`config.mk`:
```
export PLATFORM = sky130hd
export DESIGN_NAME = fetch_sequencer
export DESIGN_NICKNAME = d
export VERILOG_FILES = /design/src/rtl/fetch_sequencer.sv
export SDC_FILE = /design/constraint.sdc
export NUM_CORES = 1
export LEC_CHECK = 0
export BUFFER_PORTS_ARGS = -buffer_cell sky130_fd_sc_hd__buf_2
export CORE_MARGIN = 5
export CORE_UTILIZATION = 49
export CTS_CLUSTER_SIZE = 16
export DETAILED_ROUTE_END_ITERATION = 10
export HOLD_SLACK_MARGIN = 0.08
export PLACE_DENSITY = 0.79
export SLEW_MARGIN = 40
export SYNTH_ARGS = -nofsm -noshare
export SYNTH_HDL_FRONTEND = slang
export SYNTH_SLANG_ARGS = --single-unit
```
`constraint.sdc`:
```
create_clock -name clock -period 2 [get_ports clock]
set_clock_uncertainty 0.05 [all_clocks]
set_input_delay 0.4 -clock clock [delete_from_list [all_inputs] [get_ports clock]]
set_output_delay 0.4 -clock clock [all_outputs]
set_load 0.005 [all_outputs]
```
`src/rtl/fetch_sequencer.sv`:
```
// Instruction fetch control: drives the program counter, reads opcode/immediate words from
// memory, hands instructions to the decoder and turns jump requests into counter loads.
module fetch_sequencer #(
  parameter int unsigned DATA_WIDTH = 16,
  parameter int unsigned IMM_BIT    = 15,
  parameter int unsigned WAIT_LIMIT = 15
) (
  input  logic                  clock,
  input  logic                  reset,
  output logic                  pcNotOE,
  output logic                  pcInc,
  output logic                  pcNotLoad,
  output logic                  memReq,
  input  logic                  memAck,
  input  logic [DATA_WIDTH-1:0] memData,
  output logic [DATA_WIDTH-1:0] instr,
  output logic [DATA_WIDTH-1:0] imm,
  output logic                  instrValid,
  input  logic                  instrReady,
  input  logic                  jumpReq,
  output logic                  jumpAck,
  output logic                  fault
);

  localparam logic [2:0] StIdle     = 3'd0;
  localparam logic [2:0] StFetchOp  = 3'd1;
  localparam logic [2:0] StFetchImm = 3'd2;
  localparam logic [2:0] StIssue    = 3'd3;
  localparam logic [2:0] StJump     = 3'd4;
  localparam logic [2:0] StHalt     = 3'd5;

  localparam logic [7:0] WaitLimit = WAIT_LIMIT[7:0];

  logic [2:0]            state_q, state_d;
  logic [7:0]            wait_q, wait_d;
  logic [DATA_WIDTH-1:0] instr_q, instr_d;
  logic [DATA_WIDTH-1:0] imm_q, imm_d;
  logic                  fetching;

  assign fetching = (state_q == StFetchOp) || (state_q == StFetchImm);

  always_comb begin
    state_d = state_q;
    wait_d  = 8'd0;
    instr_d = instr_q;
    imm_d   = imm_q;
    case (state_q)
      StIdle: state_d = StFetchOp;
      StFetchOp, StFetchImm: begin
        if (memAck) begin
          if (state_q == StFetchOp) begin
            instr_d = memData;
            state_d = memData[IMM_BIT] ? StFetchImm : StIssue;
          end else begin
            imm_d   = memData;
            state_d = StIssue;
          end
        end else if (wait_q + 8'd1 == WaitLimit) begin
          // An ack in this last wait cycle wins over the timeout.
          state_d = StHalt;
        end else begin
          wait_d = wait_q + 8'd1;
        end
      end
      StIssue: begin
        if (instrReady) state_d = jumpReq ? StJump : StFetchOp;
      end
      StJump:  state_d = StFetchOp;
      StHalt:  state_d = StHalt;
      default: state_d = StIdle;
    endcase
  end

  always_ff @(posedge clock) begin
    if (reset) begin
      state_q <= StIdle;
      wait_q  <= 8'd0;
      instr_q <= '0;
      imm_q   <= '0;
    end else begin
      state_q <= state_d;
      wait_q  <= wait_d;
      instr_q <= instr_d;
      imm_q   <= imm_d;
    end
  end

  // pcInc is the only Mealy output; masked during reset so an aborted ack never advances the PC.
  always_comb begin
    pcNotOE    = ~fetching;
    memReq     = fetching;
    pcInc      = fetching & memAck & ~reset;
    pcNotLoad  = (state_q != StJump);
    jumpAck    = (state_q == StJump);
    instrValid = (state_q == StIssue);
    fault      = (state_q == StHalt);
    instr      = instr_q;
    imm        = imm_q;
  end

endmodule

```
==> flow_metrics.py, run 1 <==
metrics = {
    "clocking": {
        "cts_buffer_depth": 2,
        "clk_pin_slew_ps": 120,
        "clkSinkCount": 43,
        "insertion_delay_ps": 340,
        "htreeDepth": 2,
        "cts_buffers": 5,
        "cts_tree": "yes",
        "cts_root_buf": "clkbuf_4",
    },
    "drt": {
        "avgViaCountPerCell": 4.847,
        "firstDrtPassIters": 4,
        "ant_nets": 0,
        "drc": 0,
        "first_iter_violations": 167,
        "wl_per_cell_um": 11.89,
        "wl_mm": 3.804,
        "vias": 1551,
    },
    "floorplanning": {
        "core-area_um2": 3363,
        "die_area_um2": 4781,
        "initial_utilization": 0.5097,
        "num_io_pins": 60,
        "placementRows": 21,
        "die_y_um": 69.15,
        "fp.dieW_um": 69.15,
    },
    "run": {
        "cap_violations": 0,
    },
    "cells_and_area": {
        "drive_gt1_frac": 0.2847,
        "finalInstanceArea_um2": 2140,
        "num_antenna_cells": 0,
        "nNetsFinal": 296,
        "area_delta_synth_final_pct": 24.82,
    },
    "setup_path": {
        "crit_type": "reg2out",
        "cp_data_arrival_time_ps": 1380,
        "cp-start-kind": "register",
        "crit_path_end_kind": "output pin",
        "critical-path-max-stage-delay_ps": 430,
        "cp.required_ps": 1550,
        "crit_slowest_cell": "dfxtp_2",
        "worst-path-max-fanout": 9,
        "cp_cell_sequence": "xnor2_1 > nor2_2 > inv_1 > nor3b_1 > buf_2",
    },
    "logic_synthesis": {
        "ys_warn_count": 0,
        "synth_area_um2": 1714,
        "synth_top_area_share": 0.5022,
        "ys_ff_latch": 43,
        "yosysTopAreaCell": "dfxtp_1",
        "syn_area_per_cell_um2": 7.973,
        "synth_area_leaders": "dfxtp_1, nand2_1, a21oi_1, nor2_1, nor2b_1",
        "synth.distinct_cells": 29,
        "ys_seq_area_frac": 0.5022,
        "syn_nets": 238,
        "synth_cells": 215,
    },
    "timing": {
        "slew_headroom": 0.6515,
        "hold_viol": 0,
        "setup_violations": 0,
        "report.final.slew_viol_count": 0,
        "max_slew.worst_pin.slew_ps": 521.4,
        "fin_setup_tns_ps": 0,
        "period_minus_slack_ps": 1830,
        "rsz0062_at_grt": "no",
        "fin_ws_ps": 170.5,
        "period_share": 0.9148,
        "hold_slack_ps": 238.8,
        "fmax_ghz": 0.5466,
    },
    "min_path": {
        "hold_path.class": "in2reg",
    },
    "placement": {
        "post-dp-hpwl_mm": 2.779,
        "portBuffers": 59,
        "gp_congestion": 0.9021,
        "dpl_worst_slack_ps": 225.1,
        "placed_area_um2": 2048,
    },
    "global_route": {
        "overflow": 0,
        "grt_pass1_wl_mm": 6.444,
        "grt_start_max_net_pins": 36,
        "track_usage": 0.1639,
        "first_global_vias": 1421,
        "antenna_found_initial": 0,
    },
    "power": {
        "p_per_area_nw_per_um2": 798.5,
        "irDropWorstVdd_v": 0.0006588,
        "leakage_nw": 0.9083,
    },
    "outcome": {
        "outcome": "complete, no violations",
    },
}
==> cell usage after synthesis <==
master,count
nand2_1,71
nand4_1,1
or3_1,1
nand2b_1,3
nand3_1,4
buf_1,1
nor2b_1,6
clkbuf_1,8
a2111oi_4,1
nand2_2,1
nor2_1,11
a31oi_1,2
nor3_2,1
nor3b_2,1
ha_1,2
xnor2_1,3
inv_1,3
and4_1,1
o21ai_0,2
nand3b_1,1
nor3_1,2
and2_1,3
buf_2,3
nor4_1,1
a22oi_1,1
xor2_1,4
dfxtp_1,43
a21oi_1,33
nor3b_1,1
==> state kept, by name (all words and copies together) (netlist names) <==
signal and count:
imm 16, instr 16, wait_q 8, state_q 3
==> cell families after synthesis <==
logic type	Yosys count	synth area share
compound gates	39	0.1299
xor+xnor	7	0.03577
fa+ha+maj	2	0.01460
buf+inv	15	0.03503
flops	43	0.5022
simple gates	109	0.2825
==> worst max-delay path: cells and delay by family (launching register included) <==
kind          cells  cell delay [ps]
buf+inv           2              210
flops             1              430
xor+xnor          1              120
simple gates      2              280
==> report_power, final <==
group | total (mW) | switching, mW | internal [mW]
combinational | 0.224 | 0.126 | 0.0973
sequential | 0.925 | 0.0301 | 0.894
clock | 0.560 | 0.264 | 0.296
==> layer usage <==
layer  routed length (µm)  vias up  GRT usage
met5                    0        -          0
met4                   48        0    0.05857
met3                  222        5    0.04797
met2                 1930       37     0.2786
met1                 1603      691     0.1953
li1                     -      818          -
==> area by class of cell <==
type                            count  area (µm²)
Sequential cell                    43       863.3
Timing Repair Buffer               63       325.3
Tap cell                           46       57.56
Inverter                            3       11.26
Clock inverter                      2       35.03
Fill cell                         325        1224
Clock buffer                        6       51.30
Multi-Input combinational cell    157       795.8
==> repair_timing <==
action / 4_1_cts / 5_1_grt
resized for setup: 1 / 2
endpoints found under the setup margin: 1 / 1
hold buffers: 0 / 0
setup buffers: 0 / 0
pin swaps: 0 / 0
endpoints found under the hold margin: 0 / 0
==> final timing paths <==
kind / from / end / slack [ps] / cells after the start
max: state_q[0] / pcInc / 170 / 5
min: memData[3] / imm[3] / 240 / 3
max reg2reg: wait_q[2] / state_q[0] / 210 / 6
min reg2reg: imm[2] / imm[2] / 410 / 2
==> layout by cell type (no fill, tap or decap), types with 3 or more instances in the layout <==
master	count
a21oi_1	33
clkbuf_4	5
buf_2	59
nand3_1	4
buf_4	4
nor2_1	10
and2_1	3
xor2_1	4
nand2_1	71
xnor2_1	3
nand2b_1	3
inv_1	3
nor2b_1	6
dfxtp_1	41
==> stage by stage <==
step / total power [mW] / instances / utilization
2_1_floorplan: 1.071 / 215 / -
3_3_place_gp: 1.164 / 312 / 0.6090
3_5_place_dp: 1.168 / 312 / 0.6090
4_1_cts: 1.730 / 320 / 0.6350
5_1_grt: 1.803 / 320 / 0.6362
6_report: 1.708 / 320 / 0.6362
Power figures use the tool's default switching activity.
==> inputs of run 2 (changes only) <==
- CORE_UTILIZATION: 49 -> 25
- PLACE_DENSITY: 0.79 -> default
- clock period: 2 -> 1.85 ns (I/O delays scaled with it)
==> run 2 against run 1 <==
Net effect:
- global-route usage down 5.7 points
- wire length up 20%
- total power rose by 18%
- cell count up 13%
- combinational power increased by 29%
- worst setup slack got worse by 65 ps
- sequential cell count is the same
- sequential power rose by 7.7%
- non-clock buffer count grew 6
- worst hold slack better by 24 ps
==> flow_metrics.py, run 2 (synthesis gave the netlist of run 1 again) <==
metrics = {
    "outcome": {
        "outcome": "complete, no violations",
    },
    "setup_path": {
        "cp.required_ps": 1430,
        "cp_data_arrival_time_ps": 1320,
        "crit_path_end_kind": "output pin",
        "r2r-start": "wait_q[4]",
        "cp_cell_sequence": "xnor2_2 > nor2_2 > inv_1 > nor3b_2 > buf_2",
        "critical-path-max-stage-delay_ps": 380,
        "crit_family": "flip-flops",
        "worst-path-max-fanout": 7,
        "cp-start-kind": "register",
        "crit_slowest_cell": "dfxtp_4",
        "crit_type": "reg2out",
        "cp-startpoint": "state_q[1]",
        "critical_path_buf_inv_count": 2,
    },
    "cells_and_area": {
        "area_delta_synth_final_pct": 34.23,
        "final_common_cell": "nand2_1",
        "nNetsFinal": 302,
        "final_cell_mix": "nand2_1, buf_2, dfxtp_1, a21oi_1",
        "drive_gt1_frac": 0.3357,
        "num_antenna_cells": 0,
        "finalInstanceArea_um2": 2301,
        "fin_cells": 360,
    },
    "drt": {
        "first_iter_violations": 45,
        "drc": 0,
        "firstDrtPassIters": 4,
        "wl_mm": 4.578,
        "wl_per_cell_um": 12.72,
        "ant_nets": 0,
        "avgViaCountPerCell": 4.408,
        "vias": 1587,
    },
    "clocking": {
        "ctsHoldBuffers": 0,
        "htreeDepth": 2,
        "cts_tree": "yes",
        "insertion_delay_ps": 290,
        "cts_buffer_depth": 2,
        "cts_buffers": 5,
        "clkSinkCount": 43,
        "clk_pin_slew_ps": 90,
        "cts_root_buf": "clkbuf_8",
    },
    "timing": {
        "report.final.slew_viol_count": 0,
        "period_minus_slack_ps": 1745,
        "fin_setup_tns_ps": 0,
        "max_slew.worst_pin.slew_ps": 396.2,
        "slew_headroom": 0.7339,
        "hold_viol": 0,
        "setup_violations": 0,
        "fmax_ghz": 0.5731,
        "period_share": 0.9431,
    },
    "placement": {
        "post-dp-hpwl_mm": 3.233,
        "dp.cells": 347,
        "portBuffers": 59,
        "placed_area_um2": 2098,
        "gp_congestion": 0.8543,
    },
    "global_route": {
        "grt_pass1_wl_mm": 7.293,
        "track_usage": 0.1072,
        "overflow": 0,
        "first_global_vias": 1475,
        "antenna_found_initial": 0,
        "grt_start_max_net_pins": 36,
    },
    "floorplanning": {
        "core-area_um2": 6719,
        "fp.dieW_um": 92.81,
        "placementRows": 30,
        "die_area_um2": 8613,
        "die_y_um": 92.81,
        "initial_utilization": 0.2551,
        "num_io_pins": 60,
    },
    "power": {
        "leakage_nw": 0.9575,
        "p_per_area_nw_per_um2": 878.2,
        "irDropWorstVdd_v": 0.0003139,
    },
    "min_path": {
        "hold_path.class": "in2reg",
        "min_from": "memData[4]",
    },
    "run": {
        "cap_violations": 0,
    },
}
[run 2: cell count changes in the layout (fill, tap and decap cells not counted), moves of 2 or more]
cell,change
buf_4,+6
clkbuf_4,-5
dfxtp_4,+2
clkbuf_8,+4
dfxtp_1,-4
dfxtp_2,+2
[run 2: worst paths after layout]
kind | endpoint | cells past startpoint | slack, ps
hold / removal | instr[4] | 3 | 260
setup reg to reg | state_q[0] | 6 | 130
hold reg to reg | instr[5] | 2 | 400
setup / recovery | pcInc | 5 | 110
[run 2: routing by layer]
layer  share of wire  vias up  global-route usage
li1                -      822                   -
met1            0.45      721              0.1307
met2            0.48       38              0.1782
met3           0.053        6             0.03087
met4           0.018        0             0.04029
met5               0        -                   0
[run 2: area by class of cell]
class,count,area [µm²]
fillers,721,4418
flip-flops and latches,43,873.3
multi-input cells,157,833.3
clock inverters,3,43.79
inverters,3,11.26
repair buffers,69,370.4
well taps,80,100.1
clock buffers,5,68.82
[run 2: repair_timing]
action / 4_1_cts / 5_1_grt
pin swaps: 0 / 3
endpoints found under the setup margin: 2 / 6
resized for setup: 3 / 13
setup buffers: 0 / 5
gates cloned: 0 / 0
[run 2: report_power, final]
part / internal, mW / switching (mW)
sequential: 0.966 / 0.0300
combinational: 0.134 / 0.156
clock: 0.402 / 0.332
[run 2: tightest hold or removal path, delay by kind of cell]
kind	cells	cell delay (ps)
buffers and inverters	1	100
and+or+nand+nor	1	50
AOI/OAI and AO/OA	1	50
[run 2: per-stage QoR]
step / hold slack, ps / worst slack, ps / power [mW] / utilization
floorplan: 402.4 / 186.3 / 1.158 / -
global placement: 388.0 / 87.09 / 1.271 / 0.3123
detailed placement: 393.7 / -0.9958 / 1.277 / 0.3123
CTS: 254.9 / 10.65 / 2.019 / 0.3298
global route: 257.0 / -0.9719 / 2.136 / 0.3425
finish: 262.7 / 105.2 / 2.021 / 0.3425
